$ cat src/rtl/vga_feeder_pkg.sv
// Shared types and constants for the VGA pixel feeder: FSM states, control words and default raster timing.
package vga_feeder_pkg;

   typedef enum logic [1:0] {
      ST_RESYNC = 2'd0,
      ST_FILL   = 2'd1,
      ST_STREAM = 2'd2
   } feeder_state_t;

   localparam logic [7:0] SYNC_WORD  = 8'h03;
   localparam logic [7:0] BLANK_WORD = 8'h00;

   localparam int DEPTH_DEF    = 16;
   localparam int PREFILL_DEF  = 8;
   localparam int H_ACTIVE_DEF = 640;
   localparam int LINE_DEF     = 800;
   localparam int V_ACTIVE_DEF = 480;
   localparam int SCREEN_DEF   = 525;

   // Pixel words always carry ctl=2'b00 so the downstream counters free-run.
   function automatic logic [7:0] pixel_word(input logic [5:0] rgb);
      return {rgb, 2'b00};
   endfunction

endpackage

$ cat src/rtl/vga_sync_fifo.sv
// Single-clock FIFO with wrap-bit pointers, synchronous flush and occupancy output; no fall-through.
module vga_sync_fifo
   import vga_feeder_pkg::*;
#(
   parameter int WIDTH = 6,
   parameter int DEPTH = DEPTH_DEF
) (
   input  logic                       clk_pix,
   input  logic                       rst_pix,
   input  logic                       i_flush,
   input  logic                       i_push,
   input  logic                       i_pop,
   input  logic [WIDTH-1:0]           i_data,
   output logic [WIDTH-1:0]           o_data,
   output logic                       o_full,
   output logic                       o_empty,
   output logic [$clog2(DEPTH):0]     o_level
);

   localparam int AW = $clog2(DEPTH);

   logic [WIDTH-1:0] r_mem [DEPTH];
   logic [AW:0]      r_wr_ptr;
   logic [AW:0]      r_rd_ptr;
   logic             w_do_push;
   logic             w_do_pop;

   assign o_empty   = (r_wr_ptr == r_rd_ptr);
   assign o_full    = (r_wr_ptr[AW] != r_rd_ptr[AW]) && (r_wr_ptr[AW-1:0] == r_rd_ptr[AW-1:0]);
   assign o_level   = r_wr_ptr - r_rd_ptr;
   assign o_data    = r_mem[r_rd_ptr[AW-1:0]];
   assign w_do_push = i_push && !o_full && !i_flush;
   assign w_do_pop  = i_pop && !o_empty && !i_flush;

   always_ff @(posedge clk_pix or negedge rst_pix) begin
      if (!rst_pix) begin
         r_wr_ptr <= '0;
         r_rd_ptr <= '0;
      end else if (i_flush) begin
         r_wr_ptr <= '0;
         r_rd_ptr <= '0;
      end else begin
         if (w_do_push) r_wr_ptr <= r_wr_ptr + 1'b1;
         if (w_do_pop)  r_rd_ptr <= r_rd_ptr + 1'b1;
      end
   end

   always_ff @(posedge clk_pix) begin
      if (w_do_push) r_mem[r_wr_ptr[AW-1:0]] <= i_data;
   end

endmodule

$ cat src/rtl/vga_pixel_feeder.sv
// Pixel source for the VGA timing stage: FIFO-buffered host pixels, mirrored raster, registered output word.
// Optional VGA_FEEDER_AUTOSYNC_EN: a frame with any underrun forces a flush and resync at the frame wrap.
module vga_pixel_feeder
   import vga_feeder_pkg::*;
#(
   parameter int         DEPTH           = DEPTH_DEF,
   parameter int         PREFILL         = PREFILL_DEF,
   parameter int         H_ACTIVE        = H_ACTIVE_DEF,
   parameter int         LINE            = LINE_DEF,
   parameter int         V_ACTIVE        = V_ACTIVE_DEF,
   parameter int         SCREEN          = SCREEN_DEF,
   parameter logic [5:0] UNDERRUN_COLOUR = 6'b000000
) (
   input  logic                       clk_pix,
   input  logic                       rst_pix,
   input  logic [5:0]                 in_data,
   input  logic                       in_valid,
   output logic                       in_ready,
   input  logic                       frame_start,
   output logic [7:0]                 wb_data,
   output logic [$clog2(DEPTH):0]     fifo_level,
   output logic [1:0]                 state,
   output logic                       underrun
);

   localparam int LW = $clog2(DEPTH) + 1;
   localparam int XW = $clog2(LINE);
   localparam int YW = $clog2(SCREEN);

   feeder_state_t   r_state;
   logic [7:0]      r_wb;
   logic            r_under;
   logic [XW-1:0]   r_px;
   logic [YW-1:0]   r_py;

   logic            w_full;
   logic            w_empty;
   logic [5:0]      w_head;
   logic [LW-1:0]   w_level;
   logic            w_push;
   logic            w_pop;
   logic            w_flush;
   logic            w_resync_wrap;
   logic            w_last_px;
   logic            w_last_py;
   logic            w_wrap;
   logic [XW-1:0]   w_tx;
   logic [YW-1:0]   w_ty;
   logic            w_active;
   logic            w_fill_done;
   logic            w_emit;
   logic            w_under;
   logic [7:0]      w_word;

   assign in_ready   = !w_full && !frame_start;
   assign w_push     = in_valid && in_ready;
   assign wb_data    = r_wb;
   assign fifo_level = w_level;
   assign state      = r_state;
   assign underrun   = r_under;

   vga_sync_fifo #(
      .WIDTH (6),
      .DEPTH (DEPTH)
   ) u_fifo (
      .clk_pix (clk_pix),
      .rst_pix (rst_pix),
      .i_flush (w_flush),
      .i_push  (w_push),
      .i_pop   (w_pop),
      .i_data  (in_data),
      .o_data  (w_head),
      .o_full  (w_full),
      .o_empty (w_empty),
      .o_level (w_level)
   );

   // The position computed here is the one the next registered word belongs to.
   assign w_last_px   = (r_px == XW'(LINE - 1));
   assign w_last_py   = (r_py == YW'(SCREEN - 1));
   assign w_wrap      = w_last_px && w_last_py;
   assign w_tx        = (r_state == ST_STREAM && !w_last_px) ? r_px + 1'b1 : '0;
   assign w_ty        = (r_state != ST_STREAM) ? '0 :
                        !w_last_px             ? r_py :
                        w_last_py              ? '0 : r_py + 1'b1;
   assign w_active    = (w_tx < XW'(H_ACTIVE)) && (w_ty < YW'(V_ACTIVE));
   assign w_fill_done = (r_state == ST_FILL) && (w_level >= LW'(PREFILL));
   assign w_flush     = frame_start || w_resync_wrap;
   assign w_emit      = !w_flush && ((r_state == ST_STREAM) || w_fill_done);
   assign w_pop       = w_emit && w_active && !w_empty;
   assign w_under     = w_emit && w_active && w_empty;
   assign w_word      = !w_active ? BLANK_WORD :
                        w_empty   ? pixel_word(UNDERRUN_COLOUR) : pixel_word(w_head);

`ifdef VGA_FEEDER_AUTOSYNC_EN
   logic r_flag;

   assign w_resync_wrap = (r_state == ST_STREAM) && w_wrap && r_flag;

   always_ff @(posedge clk_pix or negedge rst_pix) begin
      if (!rst_pix)     r_flag <= 1'b0;
      else if (w_flush) r_flag <= 1'b0;
      else if (w_under) r_flag <= 1'b1;
   end
`else
   assign w_resync_wrap = 1'b0;
`endif

   always_ff @(posedge clk_pix or negedge rst_pix) begin
      if (!rst_pix) begin
         r_state <= ST_RESYNC;
         r_wb    <= BLANK_WORD;
         r_under <= 1'b0;
         r_px    <= '0;
         r_py    <= '0;
      end else begin
         r_under <= w_under;
         if (w_flush) begin
            r_state <= ST_RESYNC;
            r_wb    <= SYNC_WORD;
         end else begin
            case (r_state)
               ST_RESYNC: begin
                  r_state <= ST_FILL;
                  r_wb    <= SYNC_WORD;
               end
               ST_FILL: begin
                  if (w_fill_done) begin
                     r_state <= ST_STREAM;
                     r_px    <= w_tx;
                     r_py    <= w_ty;
                     r_wb    <= w_word;
                  end else begin
                     r_wb    <= SYNC_WORD;
                  end
               end
               ST_STREAM: begin
                  r_px <= w_tx;
                  r_py <= w_ty;
                  r_wb <= w_word;
               end
               default: begin
                  r_state <= ST_RESYNC;
                  r_wb    <= SYNC_WORD;
               end
            endcase
         end
      end
   end

endmodule

$ cat config.mk
export PLATFORM = sky130hd
export DESIGN_NAME = vga_pixel_feeder
export DESIGN_NICKNAME = d
export VERILOG_FILES = /design/src/rtl/vga_feeder_pkg.sv /design/src/rtl/vga_sync_fifo.sv /design/src/rtl/vga_pixel_feeder.sv
export SDC_FILE = /design/constraint.sdc
export NUM_CORES = 1
export LEC_CHECK = 0
export BUFFER_PORTS_ARGS = -buffer_cell sky130_fd_sc_hd__buf_2
export CAP_MARGIN = 20
export CORE_MARGIN = 4
export CORE_UTILIZATION = 30
export DETAILED_ROUTE_END_ITERATION = 12
export GPL_TIMING_DRIVEN = 1
export SLEW_MARGIN = 20
export SYNTH_ARGS = -nofsm -noshare
export SYNTH_HDL_FRONTEND = slang
export SYNTH_SLANG_ARGS = --single-unit
$ cat constraint.sdc
create_clock -name clk_pix -period 3 [get_ports clk_pix]
set_clock_uncertainty 0.05 [all_clocks]
set_input_delay 0.9 -clock clk_pix [delete_from_list [all_inputs] [get_ports clk_pix]]
set_output_delay 0.9 -clock clk_pix [all_outputs]
set_load 0.02 [all_outputs]
After elaboration in Yosys (flattened, before gate mapping)
Memories as Yosys holds them, arrays and structs flattened.
Cells that the tools add are included.
{"block": "op_classes", "add_sub_neg": 5, "n_lt_le_gt_ge": 3, "eq_ne": 11, "n_mux": 22, "n_bitwise": 1, "n_reduce_logical": 25}
{"operator": "two-way mux 10 bit", "n": 6}
{"operator": "one-hot mux 10 bit (2 select lines)", "n": 2}
{"operator": "two-way mux 8 bit", "n": 4}
{"operator": "adder 10 x 1 -> 10 bit, second input constant", "n": 2}
{"operator": "equality test 10 bit, second input constant", "n": 2}
{"operator": "two-way mux 5 bit", "n": 4}
{"operator": "one-hot mux 8 bit (2 select lines)", "n": 1}
{"operator": "logical AND 1 bit", "n": 14}
{"operator": "adder 5 x 1 -> 5 bit, second input constant", "n": 2}
{"operator": "less-than comparator 10 bit, second input constant", "n": 1}
{"operator": "less-than comparator 10 x 9 -> 1 bit, second input constant", "n": 1}
{"operator": "inequality test 2 bit, second input constant", "n": 3}
{"operator": "one-hot mux 2 bit (3 select lines)", "n": 1}
{"operator": "nonzero test 2 bit", "n": 3}
{"operator": "equality test 5 bit", "n": 1}
{"operator": "greater-or-equal comparator 5 x 4 -> 1 bit, second input constant", "n": 1}
{"operator": "subtractor 5 bit", "n": 1}
{"operator": "equality test 4 bit", "n": 1}
{"operator": "logical NOT 1 bit", "n": 4}
{"operator": "two-way mux 2 bit", "n": 2}
{"operator": "inequality test 3 bit, second input constant", "n": 1}
{"operator": "AND reduction 3 bit", "n": 1}
{"operator": "equality test 2 x 1 -> 1 bit, second input constant", "n": 1}
{"operator": "equality test 2 bit, second input constant", "n": 1}
{"operator": "other kinds (6)", "n": 7}
{"block": "word_totals", "regBits": 41, "mem_bits_rw": 96, "out_inout_bits": 17, "wordCells": 75, "memories": 1}
{"memory": "u_fifo.r_mem", "words": 16, "word_bits": 6, "read_ports": 1, "rd_ports_with_merged_regs": 0, "wr": 1, "line": "vga_sync_fifo.sv:22", "text": "logic [WIDTH-1:0] r_mem [DEPTH];"}

Depth between registers and ports, before layout
Gate-level depths: netlist of the first run.
{"block": "logic_depth", "ltp_word": 12, "mapped_depth": 13, "ltp_nobuf": 10}

By module
A second synthesis of the first run with hierarchy kept.
{"block": "unflattened", "cells_unflattened": 471, "hier_area_um2": 6391.1}
{"mod": "vga_sync_fifo", "instances": 1, "cells_per_inst": 260, "area_each_um2": 4453.0}
{"mod": "vga_pixel_feeder", "instances": 1, "cells_per_inst": 211, "area_each_um2": 1938.1}

Worst setup path before layout of the first run
OpenSTA, ideal clock, no wires.
{"block": "synth_path", "path_kind": "flip-flop to flip-flop", "start": "register u_fifo.r_rd_ptr[1]", "end": "memory u_fifo.r_mem[2][0] (enable)", "t_arrival_ns": 3.008, "t_required_ns": 2.562, "setup_slack_ns": -0.446, "stages_incl_launch_ff": 9, "path_buffers": 2, "period_less_slack_ns": 3.446, "path_cell_list": "dfrtp_1 clkbuf_1 clkbuf_1 inv_1 ha_1 and4_1 a21oi_1 nand2_1 nor4b_1"}
{"block": "synth_via", "elab_chain_cells": 9}
{"element": "start, declared", "line": "vga_sync_fifo.sv:24", "text": "logic [AW:0] r_rd_ptr;"}
{"element": "start signal, assigned", "line": "vga_sync_fifo.sv:44", "text": "if (w_do_pop) r_rd_ptr <= r_rd_ptr + 1'b1;"}
{"element": "equality test 4 bit", "line": "vga_sync_fifo.sv:29", "text": "assign o_full = (r_wr_ptr[AW] != r_rd_ptr[AW]) && (r_wr_ptr[AW-1:0] == r_rd_ptr[AW-1:0]);"}
{"element": "logical AND 1 bit", "line": "vga_sync_fifo.sv:29"}
{"element": "logical NOT 1 bit", "line": "vga_pixel_feeder.sv:55", "text": "assign in_ready = !w_full && !frame_start;"}
{"element": "logical AND 1 bit", "line": "vga_pixel_feeder.sv:55"}
{"element": "via in_ready", "line": "vga_pixel_feeder.sv:18", "text": "output logic in_ready,"}
{"element": "logical AND 1 bit", "line": "vga_pixel_feeder.sv:56", "text": "assign w_push = in_valid && in_ready;"}
{"element": "logical AND 1 bit (2 in series)", "line": "vga_sync_fifo.sv:32", "text": "assign w_do_push = i_push && !o_full && !i_flush;"}
{"element": "two-way mux 1 bit", "line": "vga_sync_fifo.sv:49", "text": "if (w_do_push) r_mem[r_wr_ptr[AW-1:0]] <= i_data;"}
{"element": "two-way mux 1 bit (not written as such)", "line": "vga_sync_fifo.sv:49"}
{"element": "end, declared", "line": "vga_sync_fifo.sv:22"}
The timed path passes the listed nets, and every way through them passes these cells.

Final worst setup path of the first run
{"block": "layout_path", "start": "register u_fifo.r_wr_ptr[0]", "end": "output fifo_level[2]"}
{"block": "layout_via", "elab_chain_cells": 1}
{"element": "start, declared", "line": "vga_sync_fifo.sv:23", "text": "logic [AW:0] r_wr_ptr;"}
{"element": "start signal, assigned", "line": "vga_sync_fifo.sv:43", "text": "if (w_do_push) r_wr_ptr <= r_wr_ptr + 1'b1;"}
{"element": "subtractor 5 bit", "line": "vga_sync_fifo.sv:30", "text": "assign o_level = r_wr_ptr - r_rd_ptr;"}
{"element": "end, declared", "line": "vga_pixel_feeder.sv:21", "text": "output logic [$clog2(DEPTH):0] fifo_level,"}
No other way between the ends.

==> results of run 1 <==
-- state kept, by name (all words and copies together) (netlist names) --
register         count
u_fifo.r_rd_ptr      5
state                2
r_py                10
wb_data              7
underrun             1
u_fifo.r_wr_ptr      5
u_fifo.r_mem        96
r_px                10
-- Yosys cell counts (3+ instances only) --
cell      instances  area (µm²)
edfxtp_1         96        2880
a21oi_1           8        40.0
and2_1           10        62.6
nor3_1            4        20.0
nand2_1          23        86.3
xor2_1            6        52.6
o31ai_1          12        90.1
nor4_1            5        31.3
o21ai_1           7        35.0
clkbuf_1         17        63.8
nor4b_1           3        26.3
xnor2_1           4        35.0
nand3_1          12        60.1
or4_1             4        30.0
inv_1            16        60.1
mux4_2           30         676
and3_1            5        31.3
o21ai_0          19        95.1
or3_1             4        25.0
nand2b_1          4        25.0
nand4_1           7        43.8
nor2b_1          13        81.3
dfrtp_1          40        1000
nor2_1           25        93.8
ha_1             16         200
-- through the flow --
stage	instances	util	cell area [µm²]
final	757	0.365	7390
after global routing	757	0.365	7390
after CTS	753	0.361	7310
after detailed placement	719	0.333	6750
after global placement	719	0.333	6750
after floorplan	422	-	6210
-- per-layer routing --
layer  track usage  wire length [µm]  part of all wire
met1         0.171              6270              0.46
met2         0.202              6710              0.50
met3        0.0326               524             0.039
met4        0.0326                51            0.0038
met5             0                 0                 0
-- repair_timing --
action / 4_1_cts / 5_1_grt
setup buffers: 2 / 4
cloned: 0 / 0
pin swaps: 2 / 4
resized for setup: 5 / 10
endpoints found under the setup margin: 1 / 24
-- layout make-up --
cell class	count	area (µm²)
clock buffers	18	429
clock inverters	14	113
fillers	1908	12800
inverters	17	63.8
multi-input cells	249	2230
flip-flops and latches	136	3880
well taps	270	338
repair buffers	53	342
-- kinds of logic (layout without fill, tap and decap cells) --
family,after synthesis,count (layout),synth area share
AOI/OAI and AO/OA,57,57,0.0587
xor gates and xnor gates,10,10,0.0142
adders and majority gates,17,17,0.0358
buffers and inverters,37,102,0.0234
DFF,136,136,0.631
muxes,33,33,0.115
and+or+nand+nor,132,132,0.122
-- how the worst max path moves through the flow --
stage / from / to / slack, ps
after global placement: u_fifo.r_wr_ptr[0]$_DFFE_PN0P_ / r_py[4]$_DFFE_PN0P_ / 250
after floorplan: u_fifo.r_wr_ptr[0]$_DFFE_PN0P_ / r_px[8]$_DFFE_PN0P_ / 10
final: u_fifo.r_wr_ptr[0]$_DFFE_PN0P_ / fifo_level[2] / 70
after global routing: u_fifo.r_wr_ptr[0]$_DFFE_PN0P_ / fifo_level[4] / -40
after CTS: u_fifo.r_wr_ptr[0]$_DFFE_PN0P_ / fifo_level[4] / -20
after detailed placement: u_fifo.r_wr_ptr[0]$_DFFE_PN0P_ / r_py[4]$_DFFE_PN0P_ / 130
-- worst max-delay path: stages (launching register included) --
cell     delay [ps]
dfrtp_1         370
inv_2            70
ha_4            170
fa_2            360
buf_4           140
xnor2_1         260
buf_4           200
-- power by group through the flow --
stage / Sequential (mW) / Combinational [mW] / Clock, mW
final: 2.10 / 0.717 / 1.92
after global routing: 2.10 / 0.795 / 2.05
after CTS: 2.10 / 0.691 / 1.96
after detailed placement: 2.13 / 0.680 / 0
after global placement: 2.13 / 0.668 / 0
after floorplan: 2.15 / 0.432 / 0
-- placed cells by master (no fill, tap or decap), types with 13 or more instances in the layout --
cell type  synthesis  final
inv_1             16     15
nor2_1            25     25
clkbuf_16          0     17
edfxtp_1          96     96
ha_1              16     14
dfrtp_1           40     40
o21ai_0           19     19
buf_2              1     24
buf_4              1     28
mux4_2            30     30
nor2b_1           13     13
nand2_1           23     23
==> results.py, run 1 <==
metrics = {
    "sta": {
        "setup_tns_ps": 0,
        "worst_slack_ps": 72.1,
        "min_period_ps": 2930,
        "hold_viol_final": 0,
        "rsz0062_at_grt": "yes",
        "fmax_mhz": 342,
        "tightestPinTransition_ps": 922,
        "setup_viol": 0,
        "holdWs_ps": 474,
        "slew_headroom": 0.385,
        "drv_slew": 0,
        "fin_crit_sh": 0.976,
    },
    "grt": {
        "grt_pass1_wl_um": 21500,
        "antenna_found_initial": 0,
        "grt_pass1_vias": 3822,
        "grt.overflow.total": 0,
        "grt_max_degree": 41,
        "track_usage": 0.126,
    },
    "place": {
        "dp_hpwl_um": 9060,
        "routabilityCongestion": 0.789,
        "port_buffers": 26,
        "post-place-ws_ps": 135,
    },
    "die": {
        "die_w_um": 151,
        "start_util": 0.304,
        "placementRows": 52,
        "fp.dieH_um": 151,
        "die-area_mm2": 0.0229,
        "io_pins": 27,
        "core-area_mm2": 0.0202,
    },
    "synthesis": {
        "ys_types": 51,
        "syn_area_mm2": 0.00616,
        "syn-num-nets": 449,
        "syn_inst": 422,
        "async_flop_share": 0.294,
        "synth_edf_count": 96,
        "ys_warn_count": 0,
        "synth-seq-area-share": 0.631,
        "synth_flop_cell": "edfxtp_1",
        "syn_area_per_cell_um2": 14.6,
        "ys_ff_latch": 136,
    },
    "cts": {
        "cts-root-buf": "clkbuf_16",
        "cts.sinks": 136,
        "clk-insertion-delay-late_ps": 420,
        "htreeDepth": 4,
        "path_clk_slew_ps": 60,
        "ctsHoldBuffers": 0,
        "cts_buffer_depth": 2,
        "tritoncts": "built",
        "cts_made_buffers": 17,
    },
    "layout": {
        "fin_nets": 501,
        "areaGrowthSynthToFinish_pct": 20.0,
        "drive_gt1_frac": 0.298,
        "diodes": 0,
    },
    "setup_path": {
        "r2r_start": "r_px[0]$_DFFE_PN0P_",
        "r2r_end": "wb_data[2]$_DFF_PN0_",
        "r2r_slack_ps": 180,
        "endpoint_kind": "output port",
        "critical_path_class": "flip-flop to output port",
        "arrival_ps": 1980,
        "cp_max_fo": 3,
        "ff2ff_path_depth": 8,
        "critPathLaunchType": "flip-flop",
        "critical_path_required_ps": 2050,
    },
    "drt": {
        "drt-initial-drc-count": 259,
        "drt_pass1_iterations": 5,
        "vias_per_cell": 4.92,
        "avgRoutedWirePerCell_um": 17.9,
        "ant_nets": 0,
        "vias": 3727,
        "drcViolationCount": 0,
        "wirelength_um": 13600,
    },
    "power": {
        "pwr-share-comb": 0.151,
        "p_int_mw": 3.43,
        "p_switching_mw": 1.30,
        "p_total_mw": 4.73,
        "leakage_nw": 2.64,
        "p_seq_frac": 0.444,
        "p_per_area_mw_per_mm2": 640,
        "clockPowerShare": 0.405,
        "ir_drop_v": 0.000414,
        "swShare": 0.275,
    },
    "hold_path": {
        "hold_path_startpoint": "r_py[9]$_DFFE_PN0P_",
        "min_path_type": "flip-flop to flip-flop",
        "min_to": "r_py[9]$_DFFE_PN0P_",
        "hold_depth": 2,
    },
    "flow_run": {
        "cap_violations": 0,
    },
    "outcome": {
        "status": "finished clean",
    },
}
Note: power is estimated with default switching activity, not from simulation.
==> run 2: changes to the inputs <==
- ABC_AREA: default -> 1
- PLACE_DENSITY: default -> 0.56
==> run 2 against run 1 <==
  * Via count rose by 26%
  * Sequential cell count stayed put
  * Non-clock buffer count down 8
  * Clock power grew 9.9%
==> results.py, run 2 <==
metrics = {
    "setup_path": {
        "r2r_slack_ps": 440,
        "r2r_end": "u_fifo.r_mem[8][4]$_DFFE_PP_",
        "critical_path_class": "flip-flop to output port",
        "arrival_ps": 1960,
        "r2r_start": "u_fifo.r_rd_ptr[1]$_DFFE_PN0P_",
        "ff2ff_path_depth": 9,
        "critPathLaunchType": "flip-flop",
        "critical_path_required_ps": 2050,
        "endpoint_kind": "output port",
        "cp_max_fo": 2,
    },
    "grt": {
        "grt_max_degree": 53,
        "antenna_found_initial": 0,
        "grt_pass1_wl_um": 24900,
        "grt.overflow.total": 0,
        "grt_pass1_vias": 4559,
        "track_usage": 0.135,
    },
    "die": {
        "start_util": 0.305,
        "fp.dieH_um": 154,
        "core-area_mm2": 0.0210,
        "placementRows": 53,
        "die-area_mm2": 0.0237,
        "die_w_um": 154,
        "io_pins": 27,
    },
    "sta": {
        "setup_viol": 0,
        "hold_viol_final": 0,
        "tightestPinTransition_ps": 690,
        "setup_tns_ps": 0,
        "slew_headroom": 0.537,
        "rsz0062_at_grt": "yes",
        "drv_slew": 0,
        "min_period_ps": 2910,
        "fin_crit_sh": 0.969,
        "fmax_mhz": 344,
    },
    "power": {
        "p_per_area_mw_per_mm2": 625,
        "leakage_nw": 3.00,
        "p_total_mw": 4.72,
        "ir_drop_v": 0.000410,
    },
    "layout": {
        "diodes": 0,
        "final_cell_mix": "nor2_1 (107), nand2_1 (101), edfxtp_1 (96)",
        "largest_register_ff_count": 96,
        "areaGrowthSynthToFinish_pct": 18.0,
        "fin_nets": 705,
        "drive_gt1_frac": 0.151,
        "final_common_cell": "nor2_1",
    },
    "drt": {
        "vias_per_cell": 4.86,
        "drt_pass1_iterations": 5,
        "drt-initial-drc-count": 405,
        "vias": 4698,
        "ant_nets": 0,
        "wirelength_um": 15600,
        "drcViolationCount": 0,
        "avgRoutedWirePerCell_um": 16.1,
    },
    "cts": {
        "cts_made_buffers": 17,
        "cts-root-buf": "clkbuf_16",
        "clk-insertion-delay-late_ps": 430,
        "cts_buffer_depth": 2,
        "tritoncts": "built",
        "cts.sinks": 136,
        "path_clk_slew_ps": 60,
        "htreeDepth": 4,
    },
    "synthesis": {
        "synth_flop_cell": "edfxtp_1",
        "syn_area_mm2": 0.00640,
        "synth-seq-area-share": 0.606,
        "async_flop_share": 0.294,
        "synth_common_cells": "nor2_1 (107), nand2_1 (102), edfxtp_1 (96)",
        "ys_ff_latch": 136,
        "syn_area_per_cell_um2": 10.1,
        "synth_edf_count": 96,
        "synth_top_area_share": 0.450,
        "syn-num-nets": 662,
        "ys_warn_count": 0,
        "yosysMostFrequentCell": "nor2_1",
        "synth_area_leader_cell": "edfxtp_1",
        "ys_types": 41,
        "syn_inst": 635,
        "synthTopCellsByArea": "edfxtp_1 (45%), dfrtp_1 (16%), nor2_1 (6.3%)",
    },
    "place": {
        "port_buffers": 26,
        "dp_hpwl_um": 10500,
        "routabilityCongestion": 0.838,
    },
    "flow_run": {
        "cap_violations": 0,
    },
    "hold_path": {
        "min_path_type": "input port to async pin",
    },
    "outcome": {
        "status": "finished clean",
    },
}
-- run 2: stage by stage --
step | instances | utilization | worst slack [ps] | hold WS, ps | area (µm²)
after global routing | 966 | 0.359 | -0.728 | 329 | 7550
final | 966 | 0.359 | 92.5 | 317 | 7550
after global placement | 928 | 0.328 | 262 | 456 | 6890
after CTS | 962 | 0.357 | 4.49 | 306 | 7500
after detailed placement | 928 | 0.328 | 234 | 458 | 6890
after floorplan | 635 | - | 337 | 429 | 6400
-- run 2: cell type report --
type	count	area, µm²
clock buffers	17	425
clock inverters	15	161
fillers	2076	13500
inverters	56	214
multi-input cells	422	2240
flip-flops and latches	136	3880
well taps	275	344
repair buffers	45	279
-- run 2: critical path: stages, from the launching register on --
cell	delay [ps]
dfrtp_1	360
inv_2	60
ha_4	160
fa_2	350
nand3b_1	170
nand2_2	90
xnor2_2	120
inv_1	100
buf_6	140
-- run 2: logic make-up after synthesis --
family,synth area share
simple gates,0.199
flops,0.606
compound gates,0.0983
buf+inv,0.0473
fa+ha+maj,0.0344
xor+xnor,0.0147
-- run 2: worst max-delay path by stage --
stage | startpoint | depth (start not counted) | end
2_1_floorplan | u_fifo.r_rd_ptr[1]$_DFFE_PN0P_ | 10 | u_fifo.r_mem[0][0]$_DFFE_PP_
3_3_place_gp | u_fifo.r_wr_ptr[0]$_DFFE_PN0P_ | 8 | fifo_level[4]
3_5_place_dp | u_fifo.r_wr_ptr[0]$_DFFE_PN0P_ | 8 | fifo_level[4]
4_1_cts | u_fifo.r_wr_ptr[2]$_DFFE_PN0P_ | 6 | fifo_level[3]
5_1_grt | u_fifo.r_wr_ptr[0]$_DFFE_PN0P_ | 8 | fifo_level[4]
6_report | u_fifo.r_wr_ptr[0]$_DFFE_PN0P_ | 8 | fifo_level[4]
-- run 2: power by group --
| part | switching [mW] | leakage (nW) | internal, mW |
|---|---|---|---|
| Sequential | 0.0338 | 1.41 | 2.06 |
| Combinational | 0.375 | 1.30 | 0.141 |
| Clock | 0.871 | 0.288 | 1.24 |
-- run 2: repair_timing --
| item | in CTS | in global routing |
|---|---|---|
| hold buffers | 0 | 0 |
| pin swaps | 2 | 4 |
| buffers inserted | 2 | 4 |
| endpoints found under the setup margin | 2 | 2 |
| gates resized for setup | 3 | 7 |
-- run 2: routing by layer --
layer,vias to the layer above,part of all wire,global-route usage
met2,107,0.46,0.207
met1,2277,0.47,0.185
li1,2285,-,-
met5,-,0,0
met4,0,0.020,0.0492
met3,29,0.045,0.0329
